<file path="src/rtl/bitslam_voice_sched_if.sv">
// Host bus for bitslam_voice_sched: 6-bit multiplexed address/data.
// Master drives the bus, the scheduler listens on the slave side.
interface bitslam_voice_sched_if;
  logic       addr_data_sel;
  logic [5:0] addr_data;

  modport master (
    output addr_data_sel,
    output addr_data
  );

  modport slave (
    input addr_data_sel,
    input addr_data
  );
endinterface

</file>
<file path="src/rtl/bitslam_voice_sched.sv">
// Round-robin LFSR noise scheduler with registered volume mixer.
// Optional 7-bit short mode: define BITSLAM_SHORT_MODE_EN.
module bitslam_voice_sched #(
  parameter int NUM_VOICES = 4,
  parameter int MIX_W      = 4 + $clog2(NUM_VOICES)
) (
  input  logic                 clk,
  input  logic                 rst,
  bitslam_voice_sched_if.slave host,
  output logic [MIX_W-1:0]     mix_out
);
  localparam int SW = $clog2(NUM_VOICES);
  localparam logic [SW-1:0] SLOT_LAST = SW'(NUM_VOICES - 1);

  logic [5:0]            addr_q, addr_d;
  logic [SW-1:0]         slot_q, slot_d;
  logic [NUM_VOICES-1:0] en_q, en_d;
  logic [5:0]            period_q [NUM_VOICES];
  logic [5:0]            period_d [NUM_VOICES];
  logic [3:0]            volume_q [NUM_VOICES];
  logic [3:0]            volume_d [NUM_VOICES];
  logic [5:0]            cnt_q    [NUM_VOICES];
  logic [5:0]            cnt_d    [NUM_VOICES];
  logic [7:0]            lfsr_q   [NUM_VOICES];
  logic [7:0]            lfsr_d   [NUM_VOICES];
  logic [NUM_VOICES-1:0] short_v;
  logic [MIX_W-1:0]      mix_q, mix_d;

`ifdef BITSLAM_SHORT_MODE_EN
  logic [NUM_VOICES-1:0] short_q, short_d;
  assign short_v = short_q;
`else
  assign short_v = '0;
`endif

  logic [3:0] wr_v;
  logic [1:0] wr_r;
  logic [5:0] wdata;
  logic       wr_en;

  assign wr_v  = addr_q[5:2];
  assign wr_r  = addr_q[1:0];
  assign wdata = host.addr_data;
  // Out-of-range voices and reg3 are dropped here, never aliased.
  assign wr_en = host.addr_data_sel
              && ({1'b0, wr_v} < 5'(NUM_VOICES))
              && (wr_r != 2'd3);

  function automatic logic [7:0] lfsr_step(
    input logic [7:0] l,
    input logic       sh
  );
    logic [7:0] n;
    if (sh) begin
      if (l[6:0] == 7'd0) n = 8'h01;
      else                n = {1'b0, l[5:0], l[5] ^ l[6]};
    end else begin
      if (l == 8'd0) n = 8'h01;
      else           n = {l[6:0], l[3] ^ l[6] ^ l[7]};
    end
    return n;
  endfunction

  always_comb begin
    logic hit;
    hit    = 1'b0;
    addr_d = host.addr_data_sel ? addr_q : host.addr_data;
    slot_d = (slot_q == SLOT_LAST) ? '0 : slot_q + SW'(1);
    en_d   = en_q;
`ifdef BITSLAM_SHORT_MODE_EN
    short_d = short_q;
`endif
    for (int v = 0; v < NUM_VOICES; v++) begin
      period_d[v] = period_q[v];
      volume_d[v] = volume_q[v];
      cnt_d[v]    = cnt_q[v];
      lfsr_d[v]   = lfsr_q[v];
      // Compare against the old period so a same-cycle write waits a visit.
      if (en_q[v] && (slot_q == SW'(v))) begin
        if (cnt_q[v] >= period_q[v]) begin
          cnt_d[v]  = '0;
          lfsr_d[v] = lfsr_step(lfsr_q[v], short_v[v]);
        end else begin
          cnt_d[v] = cnt_q[v] + 6'd1;
        end
      end
      hit = wr_en && (wr_v == 4'(v));
      if (hit) begin
        unique case (1'b1)
          wr_r == 2'd0: period_d[v] = wdata;
          wr_r == 2'd1: volume_d[v] = wdata[3:0];
          default: begin
            en_d[v] = wdata[0];
`ifdef BITSLAM_SHORT_MODE_EN
            short_d[v] = wdata[2];
`endif
            // Retrigger overrides any step taken this cycle.
            if (wdata[1]) begin
              cnt_d[v]  = '0;
              lfsr_d[v] = 8'h01;
            end
          end
        endcase
      end
    end
    mix_d = '0;
    for (int v = 0; v < NUM_VOICES; v++) begin
      if (en_q[v] && lfsr_q[v][0]) begin
        mix_d = mix_d + MIX_W'(volume_q[v]);
      end
    end
  end

  always_ff @(posedge clk or posedge rst) begin
    if (rst) begin
      addr_q <= '0;
      slot_q <= '0;
      en_q   <= '0;
      mix_q  <= '0;
`ifdef BITSLAM_SHORT_MODE_EN
      short_q <= '0;
`endif
      for (int v = 0; v < NUM_VOICES; v++) begin
        period_q[v] <= '0;
        volume_q[v] <= '0;
        cnt_q[v]    <= '0;
        lfsr_q[v]   <= 8'h01;
      end
    end else begin
      addr_q   <= addr_d;
      slot_q   <= slot_d;
      en_q     <= en_d;
      mix_q    <= mix_d;
`ifdef BITSLAM_SHORT_MODE_EN
      short_q  <= short_d;
`endif
      period_q <= period_d;
      volume_q <= volume_d;
      cnt_q    <= cnt_d;
      lfsr_q   <= lfsr_d;
    end
  end

  assign mix_out = mix_q;

endmodule

</file>
<file path="src/flat_wrapper.sv">
// flat-port wrapper written by rule: the top's interface ports become plain ports
module bitslam_voice_sched_flat 
#(
  parameter int NUM_VOICES = 4,
  parameter int MIX_W      = 4 + $clog2(NUM_VOICES)
)
  (clk, rst, mix_out, host_addr_data_sel, host_addr_data);
  bitslam_voice_sched_if host_i ();
  input  logic clk;
  input  logic rst;
  output logic [MIX_W-1:0] mix_out;
  input wire logic [$bits(host_i.addr_data_sel)-1:0] host_addr_data_sel;
  input wire logic [$bits(host_i.addr_data)-1:0] host_addr_data;
  assign host_i.addr_data_sel = host_addr_data_sel;
  assign host_i.addr_data = host_addr_data;
  bitslam_voice_sched #(.NUM_VOICES(NUM_VOICES), .MIX_W(MIX_W)) u_core (.clk(clk), .rst(rst), .host(host_i), .mix_out(mix_out));
endmodule
</file>
<file path="config.mk">
export PLATFORM = sky130hd
export DESIGN_NAME = bitslam_voice_sched_flat
export DESIGN_NICKNAME = d
export VERILOG_FILES = /design/src/rtl/bitslam_voice_sched_if.sv /design/src/rtl/bitslam_voice_sched.sv /design/src/flat_wrapper.sv
export SDC_FILE = /design/constraint.sdc
export NUM_CORES = 1
export LEC_CHECK = 0
export ABC_AREA = 1
export CAP_MARGIN = 15
export CORE_MARGIN = 5
export CORE_UTILIZATION = 35
export CTS_CLUSTER_DIAMETER = 50
export DETAILED_ROUTE_END_ITERATION = 10
export HOLD_SLACK_MARGIN = 0.03
export PLACE_DENSITY = 0.56
export SLEW_MARGIN = 20
export SYNTH_ARGS = -nofsm -noshare
export SYNTH_HDL_FRONTEND = slang
export SYNTH_SLANG_ARGS = --single-unit
</file>
<file path="constraint.sdc">
create_clock -name clk -period 9 [get_ports clk]
set_input_delay 1.35 -clock clk [delete_from_list [all_inputs] [get_ports clk]]
set_output_delay 1.35 -clock clk [all_outputs]
set_load 0.01 [all_outputs]
</file>
# After elaboration in Yosys (flattened, before gate mapping)
# Index checks and enable logic that the tools add are counted.
[classes] n_addsub=8 order_cmp=5 eq_ne=8 n_mux=49 bitwise=9 reduce_logical=34
[op_table] op="$mux W8" n=24
[op_table] op="$mux W6" n=23
[op_table] op="$logic_not A8 Y1" n=4
[op_table] op="$add A6 B1 Y6 const B" n=4
[op_table] op="$ge A6 B6 Y1" n=4
[op_table] op="$reduce_and A2 Y1" n=12
[op_table] op="$logic_and A1 B1 Y1" n=14
[op_table] op="$add A6 B4 Y6" n=2
[op_table] op="$eq A4 B2 Y1 const B" n=2
[op_table] op="$xor A1 B1 Y1" n=8
[op_table] op="$add A4 B4 Y5" n=1
[op_table] op="$eq A2 B1 Y1 const B" n=2
[op_table] op="$eq A2 B2 Y1 const B" n=2
[op_table] op="$eq A4 B1 Y1 const B" n=1
[op_table] op="$logic_not A2 Y1" n=2
[op_table] op="$logic_not A4 Y1" n=1
[op_table] op="$lt A4 B3 Y1 const B" n=1
[op_table] op="$mux W4" n=1
[op_table] op="$add A2 B1 Y2 const B" n=1
[op_table] op="$mux W2" n=1
[op_table] op="$ne A2 B2 Y1 const B" n=1
[op_table] op="$reduce_or A2 Y1" n=1
[op_table] op="$not A1 Y1" n=1
[totals] ff_bits=114 inputBits=9 word_cells=136

# Longest topological paths before layout
# Gate-level depths: netlist of the first run.
[depth] depth_word=8 ltp_mapped=24 mapped_depth_nobuf=24

# Worst setup path after synthesis of the first run
# OpenSTA, ideal clock, no wires.
[synth_path] path_type="register -> register" start="register u_core.lfsr_q[24] in the netlist's numbering" end="register u_core.mix_q[5] (netlist: u_core.mix_out[5])" arrival_ns=3.192 t_required_ns=8.882 setup_slack_ns=5.690 path_stages_with_launch=20 path_buffers=0 cell_sequence="dfstp_2 nand2_1 nor2_1 ha_1 inv_1 fa_1 nand2_1 nand2_1 fa_1 xor2_1 nand2_1 and2_1 ha_1 nand3_1 nand2_1 nand2_1 a21oi_1 nand3_1 nand2_1 nand2_1"
[synth_between] elab_chain_cells=8
[synth_lines] element="from (decl)" line="bitslam_voice_sched.sv:24" text="logic [7:0] lfsr_q [NUM_VOICES];"
[synth_lines] element="from (signal assigned)" line="bitslam_voice_sched.sv:140" text="lfsr_q <= lfsr_d;"
[synth_lines] element="$logic_and A1 B1 Y1 *" line="bitslam_voice_sched.sv:108" text="if (en_q[v] && lfsr_q[v][0]) begin"
[synth_lines] element="$mux W4 *" line="bitslam_voice_sched.sv:108"
[synth_lines] element="$add A4 B4 Y5" line="bitslam_voice_sched.sv:109" text="mix_d = mix_d + MIX_W'(volume_q[v]);"
[synth_lines] element="$mux W6 *" line="bitslam_voice_sched.sv:108"
[synth_lines] element="$add A6 B4 Y6" line="bitslam_voice_sched.sv:109"
[synth_lines] element="$mux W6 *" line="bitslam_voice_sched.sv:108"
[synth_lines] element="$add A6 B4 Y6" line="bitslam_voice_sched.sv:109"
[synth_lines] element="$mux W6 *" line="bitslam_voice_sched.sv:108"
[synth_lines] element="named net u_core.mix_d[5]" line="bitslam_voice_sched.sv:27" text="logic [MIX_W-1:0] mix_q, mix_d;"
[synth_lines] element="to (signal assigned)" line="bitslam_voice_sched.sv:133" text="mix_q <= mix_d;"
[synth_lines] element="to (decl)" line="bitslam_voice_sched.sv:27"
# Mark *: on every way through the listed nets, which the timed path passes. The rest lies on a longest branch.
# A chain may end at the register's enable or synchronous reset.

# Final worst setup path of the first run
# Same ends and word-level chain as after synthesis.

==> results.sh, run 1 <==
export IMPL_portBuffers=14
export IMPL_num_vias=4644
export IMPL_startpoint="u_core.lfsr_q[24]"
export IMPL_synth_warnings=0
export IMPL_crit_chain="nand2_1, nor2_1, ha_1, inv_1, fa_1, inv_1, nand2_1, nand3_1, o21ai_0, ha_1, xor2_1, nand2_1, and2_1, ha_1, nand3_1, nand2_1, nand2_1, a21oi_1, nand3_1, nand2_1, nand2_1"
export IMPL_synth_cell_area_um2=6130
export IMPL_clk_pin_slew_ns=0.05
export IMPL_ir_drop_v=0.000146
export IMPL_worstReg2RegStart="u_core.lfsr_q[24]"
export IMPL_slowest_stage="dfstp_2"
export IMPL_cap_violations=0
export IMPL_relSlewSlack_pct=50.8
export IMPL_crit_top_cell="nand2_1"
export IMPL_dieHeight_um=142
export IMPL_end_kind="flop"
export IMPL_cts_buffer_depth=2
export IMPL_finalClockSkew_ns=0.0113
export IMPL_final_util_pct=40.9
export IMPL_wl_per_cell_um=13.0
export IMPL_die_area_um2=20300
export IMPL_tightest_slew_ns=0.739
export IMPL_final_common_cell="nand2_1"
export IMPL_dr_pass1_iters=4
export IMPL_numCtsBuffers=17
export IMPL_wl_mm=12.8
export IMPL_fin_hold_ws_ns=0.481
export IMPL_io_pins=15
export IMPL_clk_latency_ns=0.42
export IMPL_critPathMaxStageDelay_ns=0.58
export IMPL_htree_levels=4
export IMPL_clock_sinks=114
export IMPL_ant_nets=0
export IMPL_design_area_um2=7060
export IMPL_cts_resized=0
export IMPL_arrival_ns=3.89
export IMPL_period_minus_slack_ns=3.59
export IMPL_cp_num_buf_inv=2
export IMPL_worstPathMaxFanout=7
export IMPL_min_to="u_core.period_q[11]"
export IMPL_drt_first_iter_violations=191
export IMPL_cts_tree="done"
export IMPL_postCtsHoldBufs=0
export IMPL_r2r_cells=21
export IMPL_layout_drive_gt1_share_pct=7.89
export IMPL_power_leakage_nw=3.42
export IMPL_max_freq_mhz=279
export IMPL_initial_core_util_pct=35.5
export IMPL_p_per_area_nw_per_um2=277
export IMPL_grt_overflow=0
export IMPL_post_dp_cell_area_um2=6500
export IMPL_syn_nets=779
export IMPL_grt_max_degree=59
export IMPL_hold_path_depth=2
export IMPL_final_nets=803
export IMPL_required_ns=9.30
export IMPL_coreArea_um2=17200
export IMPL_n_antenna_cell=0
export IMPL_drv_slew=0
export IMPL_synth_avg_cell_area_um2=8.47
export IMPL_fillers=1744
export IMPL_cpLargestDelayFamily="adder cells"
export IMPL_gp_congestion=0.747
export IMPL_stdcell_count=985
export IMPL_yosysSeqAreaShare_pct=46.6
export IMPL_cts_root_buffer="clkbuf_16"
export IMPL_drc=0
export IMPL_die_w_um=142
export IMPL_fp_row_count=48
export IMPL_yosysUniqueCellTypes=36
export IMPL_regToRegSetupSlack_ns=5.41
export IMPL_via_per_inst=4.71
export IMPL_rsz0062_at_grt="no"
export IMPL_grtUsageTotal_pct=13.9
export IMPL_synthesis_instances=723
export IMPL_min_delay_start="u_core.period_q[11]"
export IMPL_hold_class="reg2reg"
export IMPL_final_cell_mix="nand2_1, dfrtp_1, nor2_1"
export IMPL_synth_seq_cells=114
export IMPL_dp_hpwl_mm=8.85
export IMPL_critPathKind="reg2reg"
export IMPL_syn_to_final_growth_pct=15.2
export IMPL_final_hold_viol_count=0
export IMPL_grt_pass1_wl_mm=22.3
export IMPL_worstSetupStartpointType="flop"
export IMPL_tns_ns=0
export IMPL_r2r_end="u_core.mix_out[5]"
export IMPL_grt_pass1_vias=4559
export IMPL_final_setup_viol_count=0
export IMPL_status="finished clean"
export IMPL_cts_setup_buffers=0
export IMPL_fin_crit_sh_pct=39.9
export IMPL_placed_cells=953
export IMPL_antenna_found_initial=0
power by group:
| group | leakage (nW) | switching [W] | internal, W |
|---|---|---|---|
| Combinational | 1.68 | 0.000280 | 0.000238 |
| Sequential | 1.47 | 0.000133 | 0.000669 |
| Clock | 0.269 | 0.000227 | 0.000408 |
| Total | 3.42 | 0.000641 | 0.00131 |
per-stage QoR:
stage | setup slack [ns] | power [W]
floorplan | 4.64 | 0.00120
global route | 5.02 | 0.00212
finish | 5.41 | 0.00196
CTS | 5.41 | 0.00198
detailed placement | 5.42 | 0.00133
global placement | 5.50 | 0.00132
flip-flops by register name, indices dropped and copies added (netlist names):
register	cells
u_core.mix_out	6
u_core.lfsr_q	32
u_core.en_q	4
u_core.cnt_q	24
u_core.period_q	24
u_core.addr_q	6
u_core.volume_q	16
u_core.slot_q	2
worst max path at each step:
stage                         to  slack [ns]  cells past startpoint
2_1_floorplan   u_core.addr_q[0]        4.64                      1
3_3_place_gp   u_core.mix_out[5]        5.50                     21
4_1_cts        u_core.mix_out[5]        5.41                     21
3_5_place_dp   u_core.mix_out[5]        5.42                     21
5_1_grt        u_core.mix_out[5]        5.02                     21
6_report       u_core.mix_out[5]        5.41                     21
cell type report:
type | instances | area, um2 | share of cell area [%]
multi-input combinational | 519 | 2910 | 41.3
sequential | 114 | 2860 | 40.5
clock buffer | 28 | 507 | 7.18
inverter | 80 | 303 | 4.29
tap | 225 | 282 | 3.99
timing repair buffer | 15 | 148 | 2.09
clock inverter | 4 | 47.5 | 0.674
cell families after synthesis:
logic type                 Yosys count  share of synthesized area [%]
DFF                                114                           46.6
AOI/OAI and AO/OA                  126                           11.0
and+or+nand+nor                    323                           23.2
xor gates and xnor gates            23                           3.29
buffers and inverters               90                           5.82
adders and majority gates           47                           9.97
synthesized netlist by cell type, drive strengths merged:
library cell    n  area, um2
a21oi          26        130
nor3            7       80.1
nand3b          5       50.1
and2            1       6.26
nor2          101        392
xnor2          13        114
clkbuf          2       7.51
nand2         158        606
nor3b           1       7.51
a21boi          2       15.0
inv            79        297
xor2           10       87.6
dfstp           4        105
buf             8       48.8
nor4            8       50.1
o211ai          1       7.51
o21a            4       30.0
fa              3       60.1
clkinv          1       3.75
ha             44        551
o21ai          91        482
dfrtp         110       2750
a31oi           2       12.5
nand3          36        195
nand4           6       37.5
worst register-to-register path: cells and delay by family, from the launching register on:
family | cells | cell delay, ns
AO/OA/AOI/OAI | 2 | 0.27
adder cells (fa/ha/maj) | 4 | 1.25
XOR/XNOR | 1 | 0.16
AND/OR/NAND/NOR | 12 | 1.09
flip-flops | 1 | 0.58
buffers and inverters | 2 | 0.14
routing by layer:
| metal | up-vias | GRT usage, % | share of wire [%] |
|---|---|---|---|
| li1 | 2419 | - | - |
| met4 | 0 | 5.45 | 2.3 |
| met1 | 2157 | 19.3 | 51 |
| met5 | - | 0 | 0 |
| met3 | 22 | 3.93 | 3.2 |
| met2 | 46 | 20.5 | 44 |
(Power assumes the default switching activity.)
==> run 2: changes to the inputs <==
==> constraint.sdc (replaced) <==
create_clock -name clk -period 3.4 [get_ports clk]
set_input_delay 0.51 -clock clk [delete_from_list [all_inputs] [get_ports clk]]
set_output_delay 0.51 -clock clk [all_outputs]
set_load 0.01 [all_outputs]
==> run 2 against run 1 <==
Against the previous run: register-to-register slack worse by 5.3 ns; cell count is 1.4% higher; clock power grew to 2.7 times the previous value; combinational power grew to 2.9 times the previous value; first-iteration DRC count is 5.2% higher; critical endpoint unchanged.
==> results.sh, run 2 (synthesis results as in run 1) <==
export IMPL_status="finished clean"
export IMPL_critPathKind="reg2reg"
export IMPL_die_w_um=142
export IMPL_hold_class="in2async"
export IMPL_ant_nets=0
export IMPL_numCtsBuffers=17
export IMPL_regMostFlops="u_core.lfsr_q"
export IMPL_final_setup_viol_count=0
export IMPL_cts_root_buffer="clkbuf_16"
export IMPL_htree_levels=4
export IMPL_grtUsageMet1_pct=18.8
export IMPL_ir_drop_v=0.000404
export IMPL_cts_buffer_depth=2
export IMPL_fp_row_count=48
export IMPL_fin_ws_ns=0.148
export IMPL_max_freq_mhz=307
export IMPL_final_cell_mix="nand2_1, dfrtp_1, nor2_1"
export IMPL_largest_reg_flops=32
export IMPL_post_dp_cell_area_um2=6570
export IMPL_relSlewSlack_pct=60.8
export IMPL_dieHeight_um=142
export IMPL_cap_violations=0
export IMPL_antenna_found_initial=0
export IMPL_required_ns=3.70
export IMPL_final_nets=817
export IMPL_portBuffers=14
export IMPL_worstPathMaxFanout=4
export IMPL_power_leakage_nw=3.50
export IMPL_period_minus_slack_ns=3.25
export IMPL_end_kind="flop"
export IMPL_dp_hpwl_mm=8.73
export IMPL_grt_pass1_wl_mm=21.9
export IMPL_drt_first_iter_violations=201
export IMPL_grt_overflow=0
export IMPL_worstSetupStartpointType="flop"
export IMPL_busiest_layer="met2"
export IMPL_n_antenna_cell=0
export IMPL_wl_per_cell_um=12.8
export IMPL_initial_core_util_pct=35.5
export IMPL_design_area_um2=7290
export IMPL_clock_sinks=114
export IMPL_gr_usage_met2_pct=20.3
export IMPL_finalClockSkew_ns=0.00764
export IMPL_wl_mm=12.8
export IMPL_grt_pass1_vias=4424
export IMPL_num_vias=4666
export IMPL_io_pins=15
export IMPL_tns_ns=0
export IMPL_reg_top3="u_core.lfsr_q (32), u_core.cnt_q (24), u_core.period_q (24)"
export IMPL_layout_drive_gt1_share_pct=13.3
export IMPL_die_area_um2=20300
export IMPL_tightest_slew_ns=0.588
export IMPL_via_per_inst=4.67
export IMPL_final_hold_viol_count=0
export IMPL_syn_to_final_growth_pct=19.0
export IMPL_grtUsageTotal_pct=13.5
export IMPL_cts_tree="done"
export IMPL_coreArea_um2=17200
export IMPL_use_met3_pct=2.96
export IMPL_p_per_area_nw_per_um2=726
export IMPL_grt_max_degree=67
export IMPL_dr_pass1_iters=4
export IMPL_drv_slew=0
export IMPL_r2r_cells=21
export IMPL_regToRegSetupSlack_ns=0.15
export IMPL_postCtsHoldBufs=0
export IMPL_clk_pin_slew_ns=0.06
export IMPL_arrival_ns=3.56
export IMPL_drc=0
export IMPL_final_common_cell="nand2_1"
export IMPL_clk_latency_ns=0.42
export IMPL_place_ws_ns=-0.0117
export IMPL_rsz0062_at_grt="yes"
export IMPL_gp_congestion=0.818
export IMPL_fin_crit_sh_pct=95.7
-- run 2: final cells by class --
| type | instances | area (um2) |
|---|---|---|
| Multi-Input combinational cell | 519 | 3010 |
| Clock buffer | 23 | 488 |
| Tap cell | 225 | 282 |
| Sequential cell | 114 | 2860 |
| Timing Repair Buffer | 29 | 269 |
| Fill cell | 1708 | 9950 |
| Inverter | 80 | 304 |
| Clock inverter | 9 | 80.1 |
-- run 2: layer usage --
metal  part of all wire [%]  vias to the layer above
met4                    2.2                        0
met5                      0                        -
met3                    2.4                       18
li1                       -                     2443
met1                     50                     2160
met2                     45                       45
-- run 2: power breakdown --
group	leakage, nW	internal [W]	switching [W]
combinational	1.75	0.000702	0.000787
sequential	1.47	0.00177	0.000334
clock	0.271	0.00107	0.000626
total	3.50	0.00355	0.00175
-- run 2: worst paths after layout --
check                                          from             endpoint
worst max-delay path              u_core.lfsr_q[24]    u_core.mix_out[5]
worst min-delay path                            rst   u_core.volume_q[5]
worst max register to register    u_core.lfsr_q[24]    u_core.mix_out[5]
worst min register to register  u_core.period_q[11]  u_core.period_q[11]
max in group asynchronous                       rst       u_core.en_q[1]
min in group clk                u_core.period_q[11]  u_core.period_q[11]
-- run 2: critical path, cell delays in order (launching register included) --
cell and delay [ns]:
dfstp_2 0.54, nand2_2 0.06, nor2_2 0.13, ha_2 0.20, inv_2 0.04, fa_2 0.36
inv_2 0.06, nand2_1 0.06, nand3_2 0.08, o21ai_2 0.07, ha_4 0.29, xor2_1 0.14
nand2_1 0.08, and2_4 0.17, ha_4 0.28, a21oi_1 0.07, nand2_2 0.08, nand2_1 0.06
a21oi_2 0.15, nand3_1 0.09, nand2_1 0.06, nand2_1 0.05
-- run 2: what timing repair did --
item	in CTS	in global routing
setup endpoints to repair	2	3
gates resized for setup	5	22
buffers inserted	1	6
pin swaps	1	14
gates cloned	0	0
-- run 2: per-stage QoR --
stage	instances	hold slack [ns]	total power (W)	utilization, %
5_1_grt	999	0.367	0.00572	42.3
2_1_floorplan	723	0.450	0.00317	-
4_1_cts	993	0.342	0.00530	41.6
3_5_place_dp	960	0.471	0.00355	38.1
3_3_place_gp	960	0.465	0.00353	38.1
6_report	999	0.357	0.00529	42.3
==> run 3: changes to the inputs <==
--- a/config.mk
+++ b/config.mk
@@ -7,12 +7,14 @@
 export LEC_CHECK = 0
 export ABC_AREA = 1
 export CAP_MARGIN = 15
+export CELL_PAD_IN_SITES_DETAIL_PLACEMENT = 1
+export CELL_PAD_IN_SITES_GLOBAL_PLACEMENT = 2
 export CORE_MARGIN = 5
 export CORE_UTILIZATION = 35
 export CTS_CLUSTER_DIAMETER = 50
 export DETAILED_ROUTE_END_ITERATION = 10
 export HOLD_SLACK_MARGIN = 0.03
-export PLACE_DENSITY = 0.56
+export PLACE_DENSITY = 0.79
 export SLEW_MARGIN = 20
 export SYNTH_ARGS = -nofsm -noshare
 export SYNTH_HDL_FRONTEND = slang
==> run 3 against run 2 <==
Against the previous run: global-route usage is 1.6 points higher; via count is 5.1% higher; die area stayed put; worst setup slack worse by 0.084 ns; clock power hardly changed; fmax is 2.5% lower; combinational power is 3% higher; core utilization hardly changed; count of clock-buffer cells in the layout is 1 lower; critical endpoint is now u_core.mix_out[3].
==> results.sh, run 3 (synthesis results as in run 1) <==
export IMPL_arrival_ns=3.69
export IMPL_final_nets=819
export IMPL_drc=0
export IMPL_clk_pin_slew_ns=0.06
export IMPL_status="finished clean"
export IMPL_final_common_cell="nand2_1"
export IMPL_syn_to_final_growth_pct=19.1
export IMPL_hold_class="reg2reg"
export IMPL_final_util_pct=42.3
export IMPL_die_w_um=142
export IMPL_n_antenna_cell=0
export IMPL_regToRegSetupSlack_ns=0.06
export IMPL_regMostFlops="u_core.lfsr_q"
export IMPL_placed_cells=962
export IMPL_required_ns=3.75
export IMPL_ir_drop_v=0.000379
export IMPL_period_minus_slack_ns=3.34
export IMPL_dr_pass1_iters=4
export IMPL_gp_congestion=0.771
export IMPL_critPathKind="reg2reg"
export IMPL_cts_buffer_depth=2
export IMPL_fp_row_count=48
export IMPL_cts_tree="done"
export IMPL_portBuffers=14
export IMPL_wl_per_cell_um=14.5
export IMPL_end_kind="flop"
export IMPL_grt_pass1_wl_mm=24.8
export IMPL_fin_crit_sh_pct=98.1
export IMPL_grt_max_degree=41
export IMPL_rsz0062_at_grt="yes"
export IMPL_grt_overflow=0
export IMPL_finalClockSkew_ns=0.00783
export IMPL_dieHeight_um=142
export IMPL_drt_first_iter_violations=203
export IMPL_wl_mm=14.5
export IMPL_grt_pass1_vias=5174
export IMPL_largest_reg_flops=32
export IMPL_final_setup_viol_count=0
export IMPL_stdcell_count=1001
export IMPL_power_leakage_nw=3.51
export IMPL_final_hold_viol_count=0
export IMPL_dp_hpwl_mm=10.6
export IMPL_worstPathMaxFanout=4
export IMPL_place_ws_ns=-0.0596
export IMPL_final_cell_mix="nand2_1, dfrtp_1, nor2_1"
export IMPL_tightest_slew_ns=0.903
export IMPL_fin_ws_ns=0.0635
export IMPL_cap_violations=0
export IMPL_htree_levels=4
export IMPL_drv_slew=0
export IMPL_num_vias=4902
export IMPL_grtUsageTotal_pct=15.1
export IMPL_io_pins=15
export IMPL_worstSetupStartpointType="flop"
export IMPL_relSlewSlack_pct=39.7
export IMPL_p_per_area_nw_per_um2=733
export IMPL_tns_ns=0
export IMPL_max_freq_mhz=300
export IMPL_numCtsBuffers=17
export IMPL_postCtsHoldBufs=0
export IMPL_die_area_um2=20300
export IMPL_coreArea_um2=17200
export IMPL_antenna_found_initial=0
export IMPL_clock_sinks=114
export IMPL_via_per_inst=4.90
export IMPL_reg_top3="u_core.lfsr_q (32), u_core.cnt_q (24), u_core.period_q (24)"
export IMPL_clk_latency_ns=0.41
export IMPL_layout_drive_gt1_share_pct=13.9
export IMPL_cts_root_buffer="clkbuf_16"
export IMPL_ant_nets=0
export IMPL_fillers=2041
export IMPL_initial_core_util_pct=35.5
## run 3: per-layer routing
layer	vias to the layer above	wire length, um	track usage [%]
met3	19	391	3.63
met4	0	202	4.30
met5	-	0	0
met2	53	7230	25.6
met1	2393	6650	19.4
li1	2437	-	-
## run 3: layout make-up
cell class	instances	area (um2)	area share (%)
Clock buffer	22	484	6.64
Clock inverter	10	82.6	1.13
Inverter	80	304	4.17
Multi-Input combinational cell	519	3010	41.2
Sequential cell	114	2860	39.2
Tap cell	225	282	3.86
Timing Repair Buffer	31	280	3.84
## run 3: power by group
group | internal, W | switching, W
Clock | 0.00107 | 0.000618
Combinational | 0.000697 | 0.000836
Sequential | 0.00177 | 0.000354
## run 3: what timing repair did
item,CTS,global route
resized for setup,4,23
pin swaps,1,17
buffers inserted,0,7
endpoints found under the setup margin,2,3
## run 3: through the flow
stage	area, um2	hold WS [ns]	total power, W
final	7300	0.485	0.00535
after global routing	7300	0.503	0.00577
after CTS	7170	0.486	0.00539
after detailed placement	6580	0.474	0.00364
after global placement	6580	0.466	0.00353
after floorplan	6130	0.450	0.00317
## run 3: critical path: stages (launching register included)
cell and delay [ns]:
dfstp_2 0.54, nand2_2 0.06, nor2_2 0.12, ha_2 0.20, inv_2 0.04, fa_2 0.38, inv_2 0.07, nand2_2 0.05
nand3_2 0.05, o21ai_1 0.06, ha_1 0.38, xor2_1 0.16, nand2_1 0.09, and2_4 0.17, ha_4 0.25, a21oi_2 0.14
nand2_2 0.09, buf_4 0.13, a21oi_1 0.13, o21ai_0 0.10, nand2_1 0.07
## run 3: final timing paths
check                                    end  depth (start not counted)              start
min in group asynchronous  u_core.mix_out[3]                          2                rst
max                        u_core.mix_out[3]                         20  u_core.lfsr_q[24]
min                         u_core.addr_q[5]                          2   u_core.addr_q[5]
min reg2reg                 u_core.addr_q[5]                          2   u_core.addr_q[5]
max in group asynchronous   u_core.lfsr_q[0]                          3                rst
max reg2reg                u_core.mix_out[3]                         20  u_core.lfsr_q[24]
